<file path="src/rtl/lsu_param_if.sv">
// -----------------------------------------------------------------------------
// lsu_param_if
// Memory-side handshake bundle between a load/store unit and the data-memory
// arbiter. Read and write channels each use a valid/ready pair.
//   master : load/store unit side (drives requests, receives ready/read data)
//   slave  : memory arbiter side (receives requests, drives ready/read data)
// -----------------------------------------------------------------------------
interface lsu_param_if #(
  parameter int DATA_W = 8,
  parameter int ADDR_W = 8
);
  logic              mem_read_valid;
  logic [ADDR_W-1:0] mem_read_address;
  logic              mem_read_ready;
  logic [DATA_W-1:0] mem_read_data;
  logic              mem_write_valid;
  logic [ADDR_W-1:0] mem_write_address;
  logic [DATA_W-1:0] mem_write_data;
  logic              mem_write_ready;

  modport master (
    output mem_read_valid, mem_read_address,
    input  mem_read_ready, mem_read_data,
    output mem_write_valid, mem_write_address, mem_write_data,
    input  mem_write_ready
  );

  modport slave (
    input  mem_read_valid, mem_read_address,
    output mem_read_ready, mem_read_data,
    input  mem_write_valid, mem_write_address, mem_write_data,
    output mem_write_ready
  );
endinterface

</file>
<file path="src/rtl/lsu_param.sv">
// -----------------------------------------------------------------------------
// lsu_param
// Per-thread load/store unit. Issues one memory read (LDR) or write (STR) per
// instruction, launched when the core pipeline reaches REQUEST_STATE and
// retired at UPDATE_STATE. Address = rs + imm (modulo 2^ADDR_W).
//
// Ports:
//   clk, reset                 clock, synchronous active-high reset
//   enable                     thread active; low freezes every register
//   core_state                 core pipeline state
//   decoded_mem_read_enable    LDR decoded
//   decoded_mem_write_enable   STR decoded
//   rs, rt, imm                base address, store data, address offset
//   mem (lsu_param_if.master)  read/write valid/ready memory channels
//   lsu_state                  IDLE=00 REQUESTING=01 WAITING=10 DONE=11
//   lsu_out                    last load result
//   lsu_err                    current operation ended in error
//
// Build option: define LSU_TIMEOUT_EN to abort a request that has waited
// TIMEOUT_CYCLES enabled cycles without a ready (ends in DONE with lsu_err=1).
// -----------------------------------------------------------------------------
module lsu_param #(
  parameter int                 DATA_W         = 8,
  parameter int                 ADDR_W         = 8,
  parameter int                 STATE_W        = 3,
  parameter logic [STATE_W-1:0] REQUEST_STATE  = 3'b011,
  parameter logic [STATE_W-1:0] UPDATE_STATE   = 3'b110,
  parameter int                 TIMEOUT_CYCLES = 64
) (
  input  logic               clk,
  input  logic               reset,
  input  logic               enable,
  input  logic [STATE_W-1:0] core_state,
  input  logic               decoded_mem_read_enable,
  input  logic               decoded_mem_write_enable,
  input  logic [DATA_W-1:0]  rs,
  input  logic [DATA_W-1:0]  rt,
  input  logic [ADDR_W-1:0]  imm,
  lsu_param_if.master        mem,
  output logic [1:0]         lsu_state,
  output logic [DATA_W-1:0]  lsu_out,
  output logic               lsu_err
);

  typedef enum logic [1:0] {
    IDLE       = 2'b00,
    REQUESTING = 2'b01,
    WAITING    = 2'b10,
    DONE       = 2'b11
  } state_t;

  if (TIMEOUT_CYCLES < 1) begin : g_bad_timeout
    $error("lsu_param: TIMEOUT_CYCLES must be at least 1");
  end

  // Base address: truncate or zero-extend rs to the address width.
  logic [ADDR_W-1:0] base_addr;
  logic [ADDR_W-1:0] eff_addr;

  if (DATA_W >= ADDR_W) begin : g_base_trunc
    assign base_addr = rs[ADDR_W-1:0];
  end else begin : g_base_zext
    assign base_addr = {{(ADDR_W-DATA_W){1'b0}}, rs};
  end

  // Wrap-around is intentional: the sum is kept to ADDR_W bits.
  assign eff_addr = base_addr + imm;

  state_t            state_q, state_d;
  logic              is_write_q, is_write_d;  // op type latched at launch
  logic              rd_valid_q, rd_valid_d;
  logic [ADDR_W-1:0] rd_addr_q, rd_addr_d;
  logic              wr_valid_q, wr_valid_d;
  logic [ADDR_W-1:0] wr_addr_q, wr_addr_d;
  logic [DATA_W-1:0] wr_data_q, wr_data_d;
  logic [DATA_W-1:0] out_q, out_d;
  logic              err_q, err_d;

`ifdef LSU_TIMEOUT_EN
  localparam int CNT_W = $clog2(TIMEOUT_CYCLES + 1);
  logic [CNT_W-1:0] cnt_q, cnt_d;
`endif

  always_comb begin
    state_d    = state_q;
    is_write_d = is_write_q;
    rd_valid_d = rd_valid_q;
    rd_addr_d  = rd_addr_q;
    wr_valid_d = wr_valid_q;
    wr_addr_d  = wr_addr_q;
    wr_data_d  = wr_data_q;
    out_d      = out_q;
    err_d      = err_q;
`ifdef LSU_TIMEOUT_EN
    cnt_d      = cnt_q;
`endif

    if (enable) begin
      case (state_q)
        IDLE: begin
          if (core_state == REQUEST_STATE) begin
            if (decoded_mem_read_enable && decoded_mem_write_enable) begin
              // Conflicting decode: retire with an error, never touch memory.
              state_d = DONE;
              err_d   = 1'b1;
            end else if (decoded_mem_read_enable || decoded_mem_write_enable) begin
              state_d    = REQUESTING;
              is_write_d = decoded_mem_write_enable;
            end
          end
        end

        REQUESTING: begin
          if (is_write_q) begin
            wr_valid_d = 1'b1;
            wr_addr_d  = eff_addr;
            wr_data_d  = rt;
          end else begin
            rd_valid_d = 1'b1;
            rd_addr_d  = eff_addr;
          end
          state_d = WAITING;
`ifdef LSU_TIMEOUT_EN
          cnt_d   = '0;
`endif
        end

        WAITING: begin
          // Only the channel of the latched op is watched; ready counts only
          // while our own valid is up.
          if (!is_write_q && rd_valid_q && mem.mem_read_ready) begin
            rd_valid_d = 1'b0;
            out_d      = mem.mem_read_data;
            state_d    = DONE;
          end else if (is_write_q && wr_valid_q && mem.mem_write_ready) begin
            wr_valid_d = 1'b0;
            state_d    = DONE;
          end
`ifdef LSU_TIMEOUT_EN
          // This is the TIMEOUT_CYCLES-th waiting cycle with no ready.
          else if (cnt_q == CNT_W'(TIMEOUT_CYCLES - 1)) begin
            rd_valid_d = 1'b0;
            wr_valid_d = 1'b0;
            err_d      = 1'b1;
            state_d    = DONE;
          end else begin
            cnt_d = cnt_q + 1'b1;
          end
`endif
        end

        DONE: begin
          if (core_state == UPDATE_STATE) begin
            state_d = IDLE;
            err_d   = 1'b0;
          end
        end

        default: state_d = IDLE;
      endcase
    end
  end

  always_ff @(posedge clk) begin
    if (reset) begin
      state_q    <= IDLE;
      is_write_q <= 1'b0;
      rd_valid_q <= 1'b0;
      rd_addr_q  <= '0;
      wr_valid_q <= 1'b0;
      wr_addr_q  <= '0;
      wr_data_q  <= '0;
      out_q      <= '0;
      err_q      <= 1'b0;
`ifdef LSU_TIMEOUT_EN
      cnt_q      <= '0;
`endif
    end else begin
      state_q    <= state_d;
      is_write_q <= is_write_d;
      rd_valid_q <= rd_valid_d;
      rd_addr_q  <= rd_addr_d;
      wr_valid_q <= wr_valid_d;
      wr_addr_q  <= wr_addr_d;
      wr_data_q  <= wr_data_d;
      out_q      <= out_d;
      err_q      <= err_d;
`ifdef LSU_TIMEOUT_EN
      cnt_q      <= cnt_d;
`endif
    end
  end

  assign mem.mem_read_valid    = rd_valid_q;
  assign mem.mem_read_address  = rd_addr_q;
  assign mem.mem_write_valid   = wr_valid_q;
  assign mem.mem_write_address = wr_addr_q;
  assign mem.mem_write_data    = wr_data_q;
  assign lsu_state             = state_q;
  assign lsu_out               = out_q;
  assign lsu_err               = err_q;

endmodule

</file>
<file path="src/flat_wrapper.sv">
// flat-port wrapper written by rule: the top's interface ports become plain ports
module lsu_param_flat 
#(
  parameter int                 DATA_W         = 8,
  parameter int                 ADDR_W         = 8,
  parameter int                 STATE_W        = 3,
  parameter logic [STATE_W-1:0] REQUEST_STATE  = 3'b011,
  parameter logic [STATE_W-1:0] UPDATE_STATE   = 3'b110,
  parameter int                 TIMEOUT_CYCLES = 64
)
  (clk, reset, enable, core_state, decoded_mem_read_enable, decoded_mem_write_enable, rs, rt, imm, lsu_state, lsu_out, lsu_err, mem_mem_read_valid, mem_mem_read_address, mem_mem_read_ready, mem_mem_read_data, mem_mem_write_valid, mem_mem_write_address, mem_mem_write_data, mem_mem_write_ready);
  lsu_param_if #(.DATA_W(DATA_W), .ADDR_W(ADDR_W)) mem_i ();
  input  logic clk;
  input  logic reset;
  input  logic enable;
  input  logic [STATE_W-1:0] core_state;
  input  logic decoded_mem_read_enable;
  input  logic decoded_mem_write_enable;
  input  logic [DATA_W-1:0] rs;
  input  logic [DATA_W-1:0] rt;
  input  logic [ADDR_W-1:0] imm;
  output logic [1:0] lsu_state;
  output logic [DATA_W-1:0] lsu_out;
  output logic lsu_err;
  output wire logic [$bits(mem_i.mem_read_valid)-1:0] mem_mem_read_valid;
  output wire logic [$bits(mem_i.mem_read_address)-1:0] mem_mem_read_address;
  input wire logic [$bits(mem_i.mem_read_ready)-1:0] mem_mem_read_ready;
  input wire logic [$bits(mem_i.mem_read_data)-1:0] mem_mem_read_data;
  output wire logic [$bits(mem_i.mem_write_valid)-1:0] mem_mem_write_valid;
  output wire logic [$bits(mem_i.mem_write_address)-1:0] mem_mem_write_address;
  output wire logic [$bits(mem_i.mem_write_data)-1:0] mem_mem_write_data;
  input wire logic [$bits(mem_i.mem_write_ready)-1:0] mem_mem_write_ready;
  assign mem_mem_read_valid = mem_i.mem_read_valid;
  assign mem_mem_read_address = mem_i.mem_read_address;
  assign mem_i.mem_read_ready = mem_mem_read_ready;
  assign mem_i.mem_read_data = mem_mem_read_data;
  assign mem_mem_write_valid = mem_i.mem_write_valid;
  assign mem_mem_write_address = mem_i.mem_write_address;
  assign mem_mem_write_data = mem_i.mem_write_data;
  assign mem_i.mem_write_ready = mem_mem_write_ready;
  lsu_param #(.DATA_W(DATA_W), .ADDR_W(ADDR_W), .STATE_W(STATE_W), .REQUEST_STATE(REQUEST_STATE), .UPDATE_STATE(UPDATE_STATE), .TIMEOUT_CYCLES(TIMEOUT_CYCLES)) u_core (.clk(clk), .reset(reset), .enable(enable), .core_state(core_state), .decoded_mem_read_enable(decoded_mem_read_enable), .decoded_mem_write_enable(decoded_mem_write_enable), .rs(rs), .rt(rt), .imm(imm), .mem(mem_i), .lsu_state(lsu_state), .lsu_out(lsu_out), .lsu_err(lsu_err));
endmodule
</file>
<file path="config.mk">
export PLATFORM = sky130hd
export DESIGN_NAME = lsu_param_flat
export DESIGN_NICKNAME = d
export VERILOG_FILES = /design/src/rtl/lsu_param_if.sv /design/src/rtl/lsu_param.sv /design/src/flat_wrapper.sv
export SDC_FILE = /design/constraint.sdc
export NUM_CORES = 1
export LEC_CHECK = 0
export CORE_AREA = 4 4 69 71
export CTS_BUF_LIST = sky130_fd_sc_hd__clkbuf_2
export DETAILED_ROUTE_END_ITERATION = 10
export DIE_AREA = 0 0 73 75
export GPL_TIMING_DRIVEN = 0
export HOLD_SLACK_MARGIN = 0.03
export PLACE_DENSITY = 0.88
export SLEW_MARGIN = 5
export SYNTH_ARGS = -nofsm -noshare
export SYNTH_HDL_FRONTEND = slang
export SYNTH_SLANG_ARGS = --single-unit
</file>
<file path="constraint.sdc">
create_clock -name clk -period 4.8 [get_ports clk]
set_input_delay 0.96 -clock clk [delete_from_list [all_inputs] [get_ports clk]]
set_output_delay 0.96 -clock clk [all_outputs]
set_load 0.1 [all_outputs]
</file>
==> results by group, run 1 <==
Global route
  • Largest net degree at the start of global routing: 12
  • Initial antenna violation count: 0
  • First-pass GRT wire length: 8411 µm
  • Gr usage total: around a fifth
  • Vias in the first global route: 1,914
  • Grt ovf: 0

Worst setup path
  • R2R depth: 6
  • CP Data Arrival Time: slightly below 2000 ps
  • Worst path max stage delay: roughly 1200 ps
  • CP Launch Type: register
  • Slowest CP cell: clkdlybuf4s50_1
  • CP delay by family, top: buffers and inverters
  • Crit path cell chain: clkdlybuf4s50_1
  • Buf+Inv Stages, Crit Path: 1
  • Worst-path fanout max: 5
  • Worst Setup Path Type: register to output port
  • Worst Setup End Kind: output port
  • Crit path depth: 1
  • CP required: between 3000 and 4000 ps

Floorplan
  • Initial Utilization: between 40% and 50%
  • Core area: roughly 4200 µm²
  • Row count: 24
  • # IOs: between 70 and 80
  • Die area: roughly 5500 µm²
  • Chip width: ~73 µm
  • Die height: approximately 75 µm

Timing
  • Final WS setup: 1852 ps
  • Post-route setup TNS: 0 ps
  • Tmin final: ~3000 ps
  • Slew Limit Headroom: roughly a third
  • Fmax achieved: between 300 and 400 MHz
  • Final clock skew: roughly 28 ps
  • Setup Viol. Count Final: 0
  • Unrepaired setup endpoints after global routing: no
  • Final hold violations: 0
  • Slew Limit Fails: 0
  • Final period util: between 60% and 70%
  • Worst slew pin tran: about 1000 ps

Clock tree
  • CTS buffer count: 5
  • Setup bufs post-CTS: 0
  • Post-CTS Hold Fix Bufs: 0
  • Clk sinks: 38
  • H-Tree Depth: 2
  • Post-cts sizing count: 0
  • Worst-Skew Late Latency: approximately 380 ps
  • Max clock buf depth: 2
  • CTS tree: done
  • Clock tree root driver cell: clkbuf_2
  • Clock-pin transition on the worst setup and hold timing paths: ~200 ps

Placed design
  • Dpl ws: 1679 ps
  • GPL Wtd Cong: between 0.8 and 0.9
  • Detailed Place HPWL: a little over 4000 µm
  • I/O Buffers: 76

Pwr
  • Net Sw Power: a little under 0.2 mW
  • Max rail drop VDD: 0.1131 mV
  • Combinational share of power: 25.3%
  • Switching Fraction: a little under a third
  • Sequential Power Share: 52.5%
  • Pwr dens: between 200 and 250 nW/µm²
  • LEAKAGE: 1.023 nW
  • Clock group share of total power: 22.2%
  • Int Pwr: between 0.4 and 0.5 mW

Routing
  • Via Count: 1,948
  • Drt via density: approximately 5.4
  • DR WL/cell: about 14 µm
  • Remaining DRCs: 0
  • First-pass DRT Iterations: 4
  • Final ANT Viol Nets: 0
  • Final wirelength: between 5000 and 6000 µm
  • DRT iter0 DRCs: 131

Yosys
  • Syn Nets: about 280
  • Async set-reset flop share out of synthesis: 0%
  • Seq/Total Area, Yosys: between 30% and 40%
  • Synth Cell Area: 1917 µm²
  • Cells after Synth: ~220
  • Yosys reg bits: 38
  • Yosys top cell by area: dfxtp_1
  • Syn Area/Cell: approximately 8.6 µm²
  • Post-synth EDFFs: 0
  • Synth Warn #: 0
  • Yosys cell types: 39
  • Largest cells by area after synthesis: dfxtp_1 40%, ha_1 7.8%, nand2_1 7.0%, a21oi_1 6.0%, mux2i_1 4.7%
  • Top-area cell type share of the netlist area: between 30% and 40%
  • Post-synth top flop: dfxtp_1

Layout
  • Most frequent cells in the layout: 76 x clkdlybuf4s50_1, 38 x dfxtp_1, 36 x nand2_1
  • Commonest non-fill, non-tap cell in the layout: clkdlybuf4s50_1
  • Share of cells above drive strength 1: 5.844%
  • Nets@finish: between 300 and 400
  • Ant diodes: 0
  • Final core utilization: 65.69%
  • Area added between synthesis and finish: 45.10%

Status
  • Status: finished, final reports clean

Hold path
  • WHS Path Cells: 2
  • Hold Path Class: register to register

Flow run
  • Max-cap violation count: 0
[metal layers]
| layer | vias to the layer above | wire [µm] | GRT usage (%) |
|---|---|---|---|
| met1 | 909 | 2067 | 21.72 |
| met5 | - | 0 | 0 |
| met4 | 0 | 32 | 5.328 |
| met3 | 4 | 404 | 5.474 |
| met2 | 71 | 2582 | 35.55 |
| li1 | 964 | - | - |
[Yosys cell counts (3+ instances only)]
library cell	n
nor4_1	4
nand2b_1	3
a21oi_1	23
inv_1	3
a211oi_1	4
o211a_1	3
a211o_1	3
nor2_1	19
o21ai_0	3
ha_1	12
buf_2	5
nand3_1	11
nor3_1	5
dfxtp_1	38
mux2i_1	9
clkbuf_1	7
nand2_1	36
nand3b_1	6
[sequential cells by signal (all words and copies together) (netlist names)]
signal / count
u_core.lsu_out: 8
u_core.mem.mem_read_address: 8
u_core.mem.mem_write_address: 8
u_core.mem.mem_write_data: 8
u_core.lsu_state: 2
u_core.is_write_q: 1
u_core.lsu_err: 1
u_core.mem.mem_read_valid: 1
u_core.mem.mem_write_valid: 1
[stage by stage]
stage	cell area [µm²]	hold WS [ps]	power, mW	instances
after floorplan	1917	671.2	0.4272	224
after global placement	2743	441.4	0.4826	352
after detailed placement	2743	447.4	0.4863	352
after CTS	2781	469.5	0.6241	360
after global routing	2781	485.2	0.6472	360
final	2781	467.6	0.6181	360
[worst min-delay path: stages, from the launching register on]
cell and delay, ps:
dfxtp_1 350, nand2_1 50, a21oi_1 50
[cells by family (layout without fill, tap and decap cells)]
kind of cell | after synthesis | after routing | synth area share, %
mux | 10 | 10 | 5.287
flops | 38 | 38 | 39.69
fa+ha+maj | 13 | 13 | 8.877
simple gates | 94 | 94 | 23.37
compound gates | 52 | 52 | 18.60
buf+inv | 15 | 99 | 3.264
xor+xnor | 2 | 2 | 0.9140
[layout make-up]
cell class,instances,area [µm²]
repair buffers,76,760.7
well taps,52,65.06
clock buffers,6,30.03
inverters,3,11.26
plain buffers,12,51.30
multi-input cells,171,1094
flip-flops and latches,38,760.7
fillers,374,1453
clock inverters,2,8.758
[power by group through the flow]
stage | Combinational [mW] | Clock [mW] | Sequential (mW)
2_1_floorplan | 0.0649 | 0 | 0.362
5_1_grt | 0.169 | 0.153 | 0.325
3_3_place_gp | 0.152 | 0 | 0.331
6_report | 0.156 | 0.137 | 0.324
4_1_cts | 0.156 | 0.143 | 0.324
3_5_place_dp | 0.155 | 0 | 0.331
[path summary, 6_finish.rpt]
| kind | endpoint | start | slack (ps) |
|---|---|---|---|
| hold reg to reg | u_core.mem.mem_write_address[4] | u_core.mem.mem_write_address[4] | 470 |
| setup / recovery | lsu_state[0] | u_core.lsu_state[0] | 1850 |
| setup reg to reg | u_core.mem.mem_write_data[3] | u_core.lsu_state[1] | 3010 |
| hold / removal | u_core.mem.mem_write_address[4] | u_core.mem.mem_write_address[4] | 470 |
No activity file was read; power rests on OpenSTA's default activity.
==> run 2, diff against run 1 <==
--- a/config.mk
+++ b/config.mk
@@ -5,13 +5,13 @@
 export SDC_FILE = /design/constraint.sdc
 export NUM_CORES = 1
 export LEC_CHECK = 0
-export CORE_AREA = 4 4 69 71
+export CORE_AREA = 4 4 72 74
 export CTS_BUF_LIST = sky130_fd_sc_hd__clkbuf_2
 export DETAILED_ROUTE_END_ITERATION = 10
-export DIE_AREA = 0 0 73 75
+export DIE_AREA = 0 0 76 78
 export GPL_TIMING_DRIVEN = 0
 export HOLD_SLACK_MARGIN = 0.03
-export PLACE_DENSITY = 0.88
+export PLACE_DENSITY = 0.82
 export SLEW_MARGIN = 5
 export SYNTH_ARGS = -nofsm -noshare
 export SYNTH_HDL_FRONTEND = slang
==> constraint.sdc (replaced) <==
create_clock -name clk -period 3.1 [get_ports clk]
set_input_delay 0.62 -clock clk [delete_from_list [all_inputs] [get_ports clk]]
set_output_delay 0.62 -clock clk [all_outputs]
set_load 0.1 [all_outputs]
==> run 2 against run 1 <==
- sequential share of layout area decreased by 0.51 points
- core utilization fell by 4.1 points
- critical path depth is the same
- final cell count rose by 0.56%
- non-clock buffer count unchanged
- sequential power rose by 55%
- worst setup slack worse by 1400 ps
- routed wire length is 1.3% higher
- critical path type unchanged
- largest power group unchanged
==> results by group, run 2 (synthesized netlist as in run 1, its figures left out) <==
Worst setup path
  • Crit path cell chain: clkdlybuf4s50_1 (unchanged)
  • Worst-path fanout max: 5 (unchanged)
  • R2R depth: 6 (unchanged)
  • Worst path max stage delay: 1190 ps (was 1170 ps)
  • CP required: 2480 ps (was 3840 ps)
  • Slowest CP cell: clkdlybuf4s50_1 (unchanged)
  • Worst Setup Path Type: register to output port (unchanged)
  • CP Launch Type: register (unchanged)
  • Crit path depth: 1 (unchanged)
  • Buf+Inv Stages, Crit Path: 1 (unchanged)
  • CP delay by family, top: buffers and inverters (unchanged)
  • Worst Setup End Kind: output port (unchanged)
  • CP Data Arrival Time: 2060 ps (was 1990 ps)

Floorplan
  • Die height: 78 µm (was 75 µm)
  • Die area: 5928 µm² (was 5475 µm²)
  • Core area: 4598 µm² (was 4234 µm²)
  • Initial Utilization: 41.69% (was 45.27%)
  • # IOs: 79 (unchanged)
  • Chip width: 76 µm (was 73 µm)
  • Row count: 25 (was 24)

Global route
  • Gr usage total: 17.38% (was 19.32%)
  • Grt ovf: 0 (unchanged)
  • First-pass GRT wire length: 8466 µm (was 8411 µm)
  • Vias in the first global route: 1,766 (was 1,914)
  • Largest net degree at the start of global routing: 13 (was 12)
  • Initial antenna violation count: 0 (unchanged)

Routing
  • DRT iter0 DRCs: 124 (was 131)
  • Remaining DRCs: 0 (unchanged)
  • Final wirelength: 5154 µm (was 5086 µm)
  • Drt via density: 5.273 (was 5.411)
  • DR WL/cell: 14.24 µm (was 14.13 µm)
  • First-pass DRT Iterations: 5 (was 4)
  • Via Count: 1,909 (was 1,948)
  • Final ANT Viol Nets: 0 (unchanged)

Hold path
  • Hold Path Class: register to register (unchanged)
  • WHS Path Cells: 2 (unchanged)

Clock tree
  • Post-cts sizing count: 0 (unchanged)
  • Clk sinks: 38 (unchanged)
  • Max clock buf depth: 2 (unchanged)
  • Clock-pin transition on the worst setup and hold timing paths: 200 ps (about the same)
  • Setup bufs post-CTS: 0 (unchanged)
  • Worst-Skew Late Latency: 410 ps (was 380 ps)
  • CTS tree: done (unchanged)
  • Post-CTS Hold Fix Bufs: 0 (unchanged)
  • Clock tree root driver cell: clkbuf_2 (unchanged)
  • H-Tree Depth: 2 (unchanged)
  • CTS buffer count: 5 (unchanged)

Timing
  • Setup Viol. Count Final: 0 (unchanged)
  • Fmax achieved: ~370 MHz
  • Final period util: a little under nine tenths
  • Slew Limit Headroom: 33.72% (was 33.15%)
  • Unrepaired setup endpoints after global routing: no (unchanged)
  • Final clock skew: 15.14 ps (was 28.11 ps)
  • Tmin final: roughly 2700 ps
  • Slew Limit Fails: 0 (unchanged)
  • Worst slew pin tran: 991.2 ps (was 999.6 ps)
  • Final WS setup: 424.9 ps (was 1852 ps)
  • Post-route setup TNS: 0 ps (unchanged)
  • Final hold violations: 0 (unchanged)

Layout
  • Fin cells: 362 (was 360)
  • Share of cells above drive strength 1: 5.844% (unchanged)
  • Commonest non-fill, non-tap cell in the layout: clkdlybuf4s50_1 (unchanged)
  • Nets@finish: 362 (unchanged)
  • Fillers: 410 (was 374)
  • Area added between synthesis and finish: 47.85% (was 45.10%)
  • Ant diodes: 0 (unchanged)
  • Most frequent cells in the layout: 76 x clkdlybuf4s50_1, 38 x dfxtp_1, 36 x nand2_1 (unchanged)

Pwr
  • LEAKAGE: 1.043 nW (was 1.023 nW)
  • Pwr dens: 398.0 nW/µm² (was 222.2 nW/µm²)
  • Max rail drop VDD: 0.2016 mV (was 0.1131 mV)

Flow run
  • Max-cap violation count: 0 (unchanged)

Placed design
  • Dpl ws: 350.5 ps (was 1679 ps)
  • Detailed Place HPWL: 4042 µm (was 4040 µm)
  • GPL Wtd Cong: 0.9184 (was 0.8627)
  • I/O Buffers: 76 (unchanged)
  • Dpl cells: 354 (was 352)

Status
  • Status: finished, final reports clean (unchanged)
[run 2: metrics by stage]
stage / total power, mW / utilization [%] / hold WS, ps / area (µm²)
final: 1.128 / 61.63 / 468.5 / 2834
after global routing: 1.169 / 61.63 / 488.5 / 2834
after CTS: 1.133 / 61.63 / 469.0 / 2834
after detailed placement: 0.7536 / 59.70 / 445.7 / 2745
after global placement: 0.7488 / 59.70 / 442.5 / 2745
after floorplan: 0.6614 / - / 671.2 / 1917
[run 2: worst paths after layout]
kind / startpoint / end / slack [ps]
worst max-delay path: u_core.lsu_state[0] / lsu_state[0] / 420
worst min-delay path: u_core.mem.mem_read_address[1] / u_core.mem.mem_read_address[1] / 470
worst max register to register: u_core.lsu_state[1] / u_core.mem.mem_write_data[5] / 1290
worst min register to register: u_core.mem.mem_read_address[1] / u_core.mem.mem_read_address[1] / 470
[run 2: cell type report]
cell class                      instances  area (µm²)  share of cell area, %
Multi-Input combinational cell        171        1094                  38.59
Sequential cell                        38       760.7                  26.84
Clock inverter                          3       63.81                  2.252
Inverter                                3       11.26                 0.3974
Timing Repair Buffer                   76       760.7                  26.84
Tap cell                               54       67.56                  2.384
Clock buffer                            5       25.02                 0.8830
Buffer                                 12       51.30                  1.810
[run 2: metal layers]
metal | routed length, µm | track usage [%] | vias to the layer above
li1 | - | - | 964
met1 | 2239 | 21.23 | 867
met2 | 2544 | 30.22 | 71
met3 | 304 | 4.524 | 7
met4 | 66 | 4.270 | 0
met5 | 0 | 0 | -
[run 2: where the power goes]
part           leakage (nW)  switching [mW]  internal [mW]
combinational         0.686           0.139          0.104
clock                0.0506           0.168          0.215
sequential            0.306         0.00577          0.497
total                  1.04           0.312          0.816
